**src/rtl/riscv_pkg.sv**
```systemverilog
// Shared definitions for the multi-cycle RV64 core: opcode values, control
// FSM state encodings, datapath mux/ALU select encodings and a packed bundle
// of the controller's enables and selects.
// No ports (package).
package riscv_pkg;

    // Major opcodes, inst[6:0]
    localparam logic [6:0] OP_LOAD   = 7'b0000011;
    localparam logic [6:0] OP_STORE  = 7'b0100011;
    localparam logic [6:0] OP_R      = 7'b0110011;
    localparam logic [6:0] OP_I      = 7'b0010011;
    localparam logic [6:0] OP_BRANCH = 7'b1100011;

    // Branch funct3 values the core implements
    localparam logic [2:0] F3_BEQ = 3'b000;
    localparam logic [2:0] F3_BNE = 3'b001;

    typedef enum logic [3:0] {
        S_BOOT   = 4'd0,
        S_FETCH  = 4'd1,
        S_DECODE = 4'd2,
        S_MEMADR = 4'd3,
        S_MEMRD  = 4'd4,
        S_MEMWB  = 4'd5,
        S_MEMWR  = 4'd6,
        S_EXEC_R = 4'd7,
        S_EXEC_I = 4'd8,
        S_ALUWB  = 4'd9,
        S_BRANCH = 4'd10,
        S_TRAP   = 4'd11
    } state_e;

    typedef enum logic [1:0] {
        SRC_A_PC    = 2'd0,
        SRC_A_OLDPC = 2'd1,
        SRC_A_RS1   = 2'd2
    } alu_src_a_e;

    typedef enum logic [1:0] {
        SRC_B_RS2  = 2'd0,
        SRC_B_FOUR = 2'd1,
        SRC_B_IMM  = 2'd2
    } alu_src_b_e;

    typedef enum logic [1:0] {
        ALU_ADD   = 2'd0,
        ALU_SUB   = 2'd1,
        ALU_FUNCT = 2'd2
    } alu_op_e;

    typedef enum logic [1:0] {
        RES_ALUOUT = 2'd0,
        RES_MEM    = 2'd1,
        RES_ALU    = 2'd2
    } result_src_e;

    // Everything the controller drives besides the sticky flags and counters
    typedef struct packed {
        logic        mem_req;
        logic        mem_we;
        logic        iord;
        logic        ir_we;
        logic        pc_we;
        logic        reg_we;
        alu_src_a_e  alu_src_a;
        alu_src_b_e  alu_src_b;
        alu_op_e     alu_op;
        result_src_e result_src;
    } ctrl_t;

    localparam ctrl_t CTRL_IDLE = '{
        mem_req: 1'b0, mem_we: 1'b0, iord: 1'b0, ir_we: 1'b0, pc_we: 1'b0, reg_we: 1'b0,
        alu_src_a: SRC_A_PC, alu_src_b: SRC_B_RS2, alu_op: ALU_ADD, result_src: RES_ALUOUT
    };

    // States that hold mem_req high and wait on mem_ready
    function automatic logic is_req_state(state_e s);
        return (s == S_FETCH) || (s == S_MEMRD) || (s == S_MEMWR);
    endfunction

endpackage

```
**src/rtl/multicycle_ctrl_if.sv**
```systemverilog
// Shared memory-port handshake between the control FSM and the memory.
//  mem_req    request valid (held stable until mem_ready)
//  mem_we     1 = write (store)
//  iord       address mux select: 0 = PC, 1 = ALUOut
//  mem_ready  memory accepts/returns data this cycle
interface multicycle_ctrl_if;
    logic mem_req;
    logic mem_we;
    logic iord;
    logic mem_ready;

    modport master (output mem_req, output mem_we, output iord, input mem_ready);
    modport slave  (input mem_req, input mem_we, input iord, output mem_ready);
endinterface

```
**src/rtl/mem_wait_timer.sv**
```systemverilog
// Counts unacknowledged cycles of a memory request and flags the cycle on
// which the TIMEOUT-th unacknowledged cycle is in progress.
//  clk, reset  core clock, asynchronous active-high reset
//  clr         zero the counter (takes priority over en)
//  en          one more unacknowledged cycle
//  expired     this is the TIMEOUT-th consecutive waiting cycle
module mem_wait_timer #(
    parameter int TIMEOUT = 255,
    parameter int CNT_W   = 8
) (
    input  logic clk,
    input  logic reset,
    input  logic clr,
    input  logic en,
    output logic expired
);

    localparam logic [CNT_W-1:0] LAST = CNT_W'(TIMEOUT - 1);

    logic [CNT_W-1:0] count;

    // NOTE: sequential state is written with <= so every flop samples the
    // pre-edge values of its inputs, independent of block evaluation order.
    always_ff @(posedge clk or posedge reset) begin
        if (reset)
            count <= '0;
        else if (clr)
            count <= '0;
        else if (en)
            count <= count + CNT_W'(1);
    end

    // count holds the number of waiting cycles already completed, so it equals
    // TIMEOUT-1 during the TIMEOUT-th one.
    assign expired = (count == LAST);

endmodule

```
**src/rtl/multicycle_ctrl.sv**
```systemverilog
// Main control FSM of the multi-cycle RV64 core. Sequences the shared memory
// port, register file, ALU and immediate generator through
// FETCH/DECODE/EXEC/MEM/WB, raises sticky illegal/bus-error traps and counts
// retired instructions.
//  clk, reset     core clock, asynchronous active-high reset
//  opcode,funct3  instruction fields from IR
//  zero           ALU zero flag (used in BRANCH)
//  mem            memory handshake (master side)
//  ir_we, pc_we, reg_we               register enables
//  alu_src_a, alu_src_b, alu_op, result_src  datapath selects
//  illegal, bus_err  sticky trap flags
//  instret        64-bit retired-instruction count
//  state_o        current state encoding (debug)
module multicycle_ctrl
    import riscv_pkg::*;
#(
    parameter int TIMEOUT = 255,
    parameter int CNT_W   = 8
) (
    input  logic                     clk,
    input  logic                     reset,
    input  logic [6:0]               opcode,
    input  logic [2:0]               funct3,
    input  logic                     zero,
    multicycle_ctrl_if.master        mem,
    output logic                     ir_we,
    output logic                     pc_we,
    output logic                     reg_we,
    output logic [1:0]               alu_src_a,
    output logic [1:0]               alu_src_b,
    output logic [1:0]               alu_op,
    output logic [1:0]               result_src,
    output logic                     illegal,
    output logic                     bus_err,
    output logic [63:0]              instret,
    output logic [3:0]               state_o
);

    state_e state, state_next;
    ctrl_t  ctrl;
    logic   retire;
    logic   set_illegal;
    logic   set_bus_err;
    logic   wait_expired;
    logic   waiting;

    // Memory has not answered an outstanding request this cycle
    assign waiting = is_req_state(state) && !mem.mem_ready;

    mem_wait_timer #(
        .TIMEOUT (TIMEOUT),
        .CNT_W   (CNT_W)
    ) u_wait_timer (
        .clk     (clk),
        .reset   (reset),
        .clr     (state_next != state),   // any state change rearms the timer
        .en      (waiting),
        .expired (wait_expired)
    );

    // NOTE: only control registers are reset; there is no memory array here.
    always_ff @(posedge clk or posedge reset) begin
        if (reset) begin
            state   <= S_BOOT;
            instret <= '0;
            illegal <= 1'b0;
            bus_err <= 1'b0;
        end else begin
            state <= state_next;
            if (retire)      instret <= instret + 64'd1;
            if (set_illegal) illegal <= 1'b1;
            if (set_bus_err) bus_err <= 1'b1;
        end
    end

    // NOTE: every signal gets a default before the case so no path leaves one
    // unassigned, which would otherwise infer a latch.
    always_comb begin
        state_next  = state;
        ctrl        = CTRL_IDLE;
        retire      = 1'b0;
        set_illegal = 1'b0;
        set_bus_err = 1'b0;

        unique case (state)
            S_BOOT: state_next = S_FETCH;

            S_FETCH: begin
                ctrl.mem_req    = 1'b1;
                ctrl.alu_src_a  = SRC_A_PC;
                ctrl.alu_src_b  = SRC_B_FOUR;
                ctrl.alu_op     = ALU_ADD;
                ctrl.result_src = RES_ALU;
                if (mem.mem_ready) begin
                    ctrl.ir_we = 1'b1;
                    ctrl.pc_we = 1'b1;
                    state_next = S_DECODE;
                end else if (wait_expired) begin
                    set_bus_err = 1'b1;
                    state_next  = S_TRAP;
                end
            end

            S_DECODE: begin
                // Branch target (oldPC + imm) is computed here into ALUOut
                ctrl.alu_src_a = SRC_A_OLDPC;
                ctrl.alu_src_b = SRC_B_IMM;
                ctrl.alu_op    = ALU_ADD;
                if (opcode == OP_LOAD || opcode == OP_STORE)
                    state_next = S_MEMADR;
                else if (opcode == OP_R)
                    state_next = S_EXEC_R;
                else if (opcode == OP_I)
                    state_next = S_EXEC_I;
                else if (opcode == OP_BRANCH && (funct3 == F3_BEQ || funct3 == F3_BNE))
                    state_next = S_BRANCH;
                else begin
                    set_illegal = 1'b1;
                    state_next  = S_TRAP;
                end
            end

            S_MEMADR: begin
                ctrl.alu_src_a = SRC_A_RS1;
                ctrl.alu_src_b = SRC_B_IMM;
                ctrl.alu_op    = ALU_ADD;
                state_next     = (opcode == OP_STORE) ? S_MEMWR : S_MEMRD;
            end

            S_MEMRD: begin
                ctrl.mem_req = 1'b1;
                ctrl.iord    = 1'b1;
                if (mem.mem_ready)
                    state_next = S_MEMWB;
                else if (wait_expired) begin
                    set_bus_err = 1'b1;
                    state_next  = S_TRAP;
                end
            end

            S_MEMWB: begin
                ctrl.result_src = RES_MEM;
                ctrl.reg_we     = 1'b1;
                retire          = 1'b1;
                state_next      = S_FETCH;
            end

            S_MEMWR: begin
                ctrl.mem_req = 1'b1;
                ctrl.mem_we  = 1'b1;
                ctrl.iord    = 1'b1;
                if (mem.mem_ready) begin
                    retire     = 1'b1;
                    state_next = S_FETCH;
                end else if (wait_expired) begin
                    set_bus_err = 1'b1;
                    state_next  = S_TRAP;
                end
            end

            S_EXEC_R: begin
                ctrl.alu_src_a = SRC_A_RS1;
                ctrl.alu_src_b = SRC_B_RS2;
                ctrl.alu_op    = ALU_FUNCT;
                state_next     = S_ALUWB;
            end

            S_EXEC_I: begin
                ctrl.alu_src_a = SRC_A_RS1;
                ctrl.alu_src_b = SRC_B_IMM;
                ctrl.alu_op    = ALU_FUNCT;
                state_next     = S_ALUWB;
            end

            S_ALUWB: begin
                ctrl.result_src = RES_ALUOUT;
                ctrl.reg_we     = 1'b1;
                retire          = 1'b1;
                state_next      = S_FETCH;
            end

            S_BRANCH: begin
                // rs1 - rs2 sets zero; ALUOut already holds the target
                ctrl.alu_src_a  = SRC_A_RS1;
                ctrl.alu_src_b  = SRC_B_RS2;
                ctrl.alu_op     = ALU_SUB;
                ctrl.result_src = RES_ALUOUT;
                ctrl.pc_we      = (funct3 == F3_BEQ) ? zero : ~zero;
                retire          = 1'b1;
                state_next      = S_FETCH;
            end

            S_TRAP: state_next = S_TRAP;

            default: state_next = S_BOOT;
        endcase
    end

    assign mem.mem_req = ctrl.mem_req;
    assign mem.mem_we  = ctrl.mem_we;
    assign mem.iord    = ctrl.iord;
    assign ir_we       = ctrl.ir_we;
    assign pc_we       = ctrl.pc_we;
    assign reg_we      = ctrl.reg_we;
    assign alu_src_a   = ctrl.alu_src_a;
    assign alu_src_b   = ctrl.alu_src_b;
    assign alu_op      = ctrl.alu_op;
    assign result_src  = ctrl.result_src;
    assign state_o     = state;

endmodule

```
**src/flat_wrapper.sv**
```systemverilog
// flat-port wrapper written by rule: the top's interface ports become plain ports
module multicycle_ctrl_flat import riscv_pkg::*;
#(
    parameter int TIMEOUT = 255,
    parameter int CNT_W   = 8
)
  (clk, reset, opcode, funct3, zero, ir_we, pc_we, reg_we, alu_src_a, alu_src_b, alu_op, result_src, illegal, bus_err, instret, state_o, mem_mem_req, mem_mem_we, mem_iord, mem_mem_ready);
  multicycle_ctrl_if mem_i ();
  input  logic clk;
  input  logic reset;
  input  logic [6:0] opcode;
  input  logic [2:0] funct3;
  input  logic zero;
  output logic ir_we;
  output logic pc_we;
  output logic reg_we;
  output logic [1:0] alu_src_a;
  output logic [1:0] alu_src_b;
  output logic [1:0] alu_op;
  output logic [1:0] result_src;
  output logic illegal;
  output logic bus_err;
  output logic [63:0] instret;
  output logic [3:0] state_o;
  output wire logic [$bits(mem_i.mem_req)-1:0] mem_mem_req;
  output wire logic [$bits(mem_i.mem_we)-1:0] mem_mem_we;
  output wire logic [$bits(mem_i.iord)-1:0] mem_iord;
  input wire logic [$bits(mem_i.mem_ready)-1:0] mem_mem_ready;
  assign mem_mem_req = mem_i.mem_req;
  assign mem_mem_we = mem_i.mem_we;
  assign mem_iord = mem_i.iord;
  assign mem_i.mem_ready = mem_mem_ready;
  multicycle_ctrl #(.TIMEOUT(TIMEOUT), .CNT_W(CNT_W)) u_core (.clk(clk), .reset(reset), .opcode(opcode), .funct3(funct3), .zero(zero), .mem(mem_i), .ir_we(ir_we), .pc_we(pc_we), .reg_we(reg_we), .alu_src_a(alu_src_a), .alu_src_b(alu_src_b), .alu_op(alu_op), .result_src(result_src), .illegal(illegal), .bus_err(bus_err), .instret(instret), .state_o(state_o));
endmodule
```
**config.mk**
```make
export PLATFORM = sky130hd
export DESIGN_NAME = multicycle_ctrl_flat
export DESIGN_NICKNAME = d
export VERILOG_FILES = /design/src/rtl/riscv_pkg.sv /design/src/rtl/multicycle_ctrl_if.sv /design/src/rtl/mem_wait_timer.sv /design/src/rtl/multicycle_ctrl.sv /design/src/flat_wrapper.sv
export SDC_FILE = /design/constraint.sdc
export NUM_CORES = 1
export LEC_CHECK = 0
export CORE_UTILIZATION = 50
export CTS_CLUSTER_SIZE = 40
export DETAILED_ROUTE_END_ITERATION = 6
export PLACE_DENSITY = 0.8
export RECOVER_POWER = 50
export SETUP_SLACK_MARGIN = 0.05
export SYNTH_ARGS = -nofsm -noshare
export SYNTH_HDL_FRONTEND = slang
export SYNTH_SLANG_ARGS = --single-unit
```
**constraint.sdc**
```tcl
create_clock -name clk -period 3.4 [get_ports clk]
set_input_delay 0.68 -clock clk [delete_from_list [all_inputs] [get_ports clk]]
set_output_delay 0.68 -clock clk [all_outputs]
set_load 0.05 [all_outputs]
```
# After elaboration in Yosys (flattened, before gate mapping)
# Cells that the tools add are included.
# word_totals
ff_bits,78
input_bits,14
out_inout_bits,84
word_cells,75
# classes
addsub,2
n_eq_ne,19
mux,32
n_bitwise,1
n_reduce_logical,16
# op_table
cell,count
$add A64 B1 Y64 const B,1
$pmux W6 S6,1
$pmux W4 S8,1
$mux W4,6
$eq A4 B3 Y1 const B,4
$eq A4 B4 Y1 const B,4
$mux W1,16
$mux W8,2
$eq A7 B6 Y1 const B,2
$add A8 B1 Y8 const B,1
$eq A4 B2 Y1 const B,2
$eq A8 B8 Y1 const B,1
$eq A7 B2 Y1 const B,1
$eq A7 B5 Y1 const B,1
$eq A7 B7 Y1 const B,1
$mux W2,3
$reduce_or A2 Y1,3
$reduce_or A3 Y1,2
$eq A4 B1 Y1 const B,1
$logic_not A4 Y1,1
$logic_or A1 B1 Y1,4
$ne A4 B4 Y1,1
$pmux W1 S2,2
$pmux W2 S2,1
other kinds (7),8

# Longest topological paths before layout
# depth
word_depth,10
mapped_depth,7
mapped_depth_nobuf,7

# Hierarchy
# A second synthesis with hierarchy kept.
# unflattened
hier_cells,421
hier_area_um2,4294.1
# modules_own_cells
mod,n_inst,cells_per_inst,area_per_inst_um2,seq_area_each_um2
multicycle_ctrl,1,379,3887.5,1751.7
mem_wait_timer,1,42,406.6,200.2

# Least setup slack after synthesis
# Ideal clock, no wire load.
# synth_timing
path_kind,reg2reg
start,register u_core.state[0] (netlist: u_core.state_o[0])
end,register u_core.u_wait_timer.count[0]
setup_ps,141
t_arrival_ps,3690
required_ps,3259
slack_ps,-430
stages_incl_launch_ff,7
path_buffers,1
period_less_slack_ps,3830
path_cell_list,dfrtp_1 -> buf_4 -> nor4b_1 -> o31ai_1 -> and2_1 -> a311oi_4 -> nor3_1
# synth_between
elab_chain_len,5
elab_cells_between_ends,25
cone_classes,12 x eq/ne; 6 x mux; 7 x reduce/logical
# synth_lines
element,line_no,text
"start, declared",multicycle_ctrl.sv:39,"state_e state, state_next;"
"start signal, assigned",multicycle_ctrl.sv:69,state <= state_next;
$eq A4 B4 Y1 (tied with other cells),multicycle_ctrl.sv:85,unique case (state)
$reduce_or A4 Y1 (no line) (tied with other cells),-,
$pmux W4 S8 or $logic_or A1 B1 Y1 (tied branches),"multicycle_ctrl.sv:85, riscv_pkg.sv:78",
$ne A4 B4 Y1 or $logic_and A1 B1 Y1 (tied branches),"multicycle_ctrl.sv:56, multicycle_ctrl.sv:48",
$mux W8 or $reduce_bool A2 Y1 (tied branches),-,
"end signal, assigned",mem_wait_timer.sv:30,count <= count + CNT_W'(1);
"end, declared",mem_wait_timer.sv:20,logic [CNT_W-1:0] count;
# Several ways; a longest one is shown, not always the timed one.
# A chain may end at the register's enable or synchronous reset.

# Final worst setup path
# layout_timing
start,register u_core.state[2] (netlist: u_core.state_o[2])
end,output ir_we
# layout_between
elab_chain_len,2
# layout_lines
element,line_no,text
$eq A4 B1 Y1,multicycle_ctrl.sv:85,
$mux W1,multicycle_ctrl.sv:85,
"end, declared",flat_wrapper.sv:14,output logic ir_we;
# No other way between the ends.

==> qor.csv <==
metric;value;unit
hold_buffers;0;
cts_made_buffers;9;
worst_pin_slew;1.333;ns
cts-resized-gates;0;
cap_violations;0;
wl_per_cell;16.08;um
postCtsSetupBuffers;0;
num-nets-final;534;
worstSkewPairLatency;0.36;ns
path_max_fanout;16;
r2r_end;u_core.instret[53];
synth_top_area_share;46.96;%
worstPathRequired;2.72;ns
synth-seq-area-share;46.96;%
grt_first_pass_wirelength;16.82;mm
synth_enable_flop_cells;0;
clkSinkCount;78;
num_rows;32;
ios;98;
synth_area_leaders;dfrtp_1 (47%), xor2_1 (9.9%), xnor2_1 (5.3%);
syn_area_per_cell;9.944;um2
drv_slew;0;
max_freq;0.3156;GHz
critical_path_arrival;2.49;ns
peakVddDrop;260.7;uV
synth-seq-cells;78;
antenna_cells;0;
leakagePower;2.433;nW
grt_max_degree;56;
die_area;8682;um2
rsz0062_at_grt;no;
clkTransAtPathRegs;0.08;ns
cellPowerDensity;582.4;nW/um2
yosys_warnings;0;
vias_per_cell;5.692;
r2r-start;u_core.state_o[2];
port_buffers;97;
initial_core_util;52.70;%
endpoint;ir_we;
fin_cells;624;
fin_crit;3.168;ns
netlist_area;4156;um2
grt_pass1_vias;3429;
vias;3552;
cts_buffer_depth;2;
drc;0;
place_ws;0.3576;ns
die_x;93.18;um
dp_hpwl;7.054;mm
outcome;completed;
slew_headroom;11.10;%
crit_path_end_kind;output port;
setup_slack;0.2318;ns
yosysMostFrequentCell;dfrtp_1;
core_area;7888;um2
overflow;0;
hold_viol_final;0;
min_path_type;reg2reg;
reg2reg_setup_slack;0.73;ns
crit_start;u_core.state_o[2];
ctsRootBufferMaster;clkbuf_8;
grtUsageTotal;24.63;%
routed_wl;10.04;mm
htreeDepth;3;
place_congestion;0.8851;
firstDrtPassIters;5;
antenna_found_initial;0;
fp.dieH;93.18;um
synth_top_area_cell;dfrtp_1;
cp-start-kind;flop;
post-place-cells;608;
r2r_cells;5;
ant_nets;0;
syn_inst;418;
ys_types;53;
path_class;reg2out;
drt_first_iter_violations;177;
skew;0.01481;ns
cts_tree;done;
post-route-period-util;93.18;%
fin_tns_setup;0;ns
yosys-top-cells-count;dfrtp_1 (78), xor2_1 (47), nor3_1 (36), nor2_1 (32), nand2_1 (27);
setup_viol_count_final;0;
layout-drive-gt1-share;7.471;%
areaGrowthSynthToFinish;31.16;%
syn_nets;435;
synthArstFlopShare;100.0;%
ys.flop_type;dfrtp_1;
hold_path_depth;1;
registers in the layout (all words and copies together) (netlist names):
register / cells
u_core.state_o: 4
u_core.bus_err: 1
u_core.illegal: 1
u_core.u_wait_timer.count: 8
u_core.instret: 64
worst max-delay path, stage by stage, from the launching register on:
cell and delay, ns:
dfrtp_1 0.57, or2_2 0.43, nor2_2 0.16, and2_1 0.17
clkdlybuf4s50_1 0.81
per-layer routing:
metal,up-vias,share of wire (%),track usage (%)
li1,1667,-,-
met1,1740,44,33.23
met2,123,48,39.03
met3,22,5.7,5.122
met4,0,2.2,9.487
met5,-,0,0
cell usage in the layout, fill, tap and decap left out, types with 4 or more instances in the layout:
cell,instances
a21oi_1,4
clkbuf_8,9
inv_1,22
nor4_1,14
inv_6,4
nand3_1,25
buf_4,5
nor2_1,31
nand2b_1,7
clkdlybuf4s50_1,71
dfrtp_1,78
nor3_1,36
nand4_1,19
nand2_1,27
and2_1,6
xor2_1,47
xnor2_1,25
o21ai_0,6
dlygate4sd3_1,24
o22ai_1,4
and4_1,4
kinds of logic after synthesis:
logic type,Yosys count,synth area share [%]
AND/OR/NAND/NOR,194,25.47
flip-flops,78,46.96
XOR/XNOR,72,15.17
buffers and inverters,36,3.552
AO/OA/AOI/OAI,34,7.676
adder cells (fa/ha/maj),3,0.9032
multiplexers,1,0.2709
worst min-delay path by stage:
stage                                  from                            to  slack, ns
2_1_floorplan  u_core.u_wait_timer.count[7]  u_core.u_wait_timer.count[7]       0.56
3_3_place_gp                 u_core.illegal                u_core.illegal       0.44
3_5_place_dp                 u_core.illegal                u_core.illegal       0.45
4_1_cts                      u_core.illegal                u_core.illegal       0.47
5_1_grt                      u_core.illegal                u_core.illegal       0.49
6_report                     u_core.illegal                u_core.illegal       0.45
layout make-up:
type,instances,area (um2)
Fill cell,609,2436
Clock buffer,9,123.9
Inverter,22,82.58
Sequential cell,78,1952
Timing Repair Buffer,102,1006
Multi-Input combinational cell,304,2056
Tap cell,102,127.6
Clock inverter,7,103.9
through the flow:
step                      cell area [um2]  hold WS (ns)  utilization, %  total power [mW]
after floorplan                      4165        0.5570               -             2.011
after global placement               5246        0.4363           66.51             2.358
after detailed placement             5246        0.4457           66.51             2.383
after CTS                            5474        0.4660           69.40             3.200
after global routing                 5451        0.4882           69.11             3.329
final                                5451        0.4545           69.11             3.175
where the power goes:
| part | switching, mW | internal, mW | total (mW) |
|---|---|---|---|
| clock | 0.378 | 0.425 | 0.803 |
| sequential | 0.112 | 0.986 | 1.10 |
| combinational | 0.839 | 0.435 | 1.27 |
| total | 1.33 | 1.85 | 3.18 |
(Power assumes the default switching activity.)
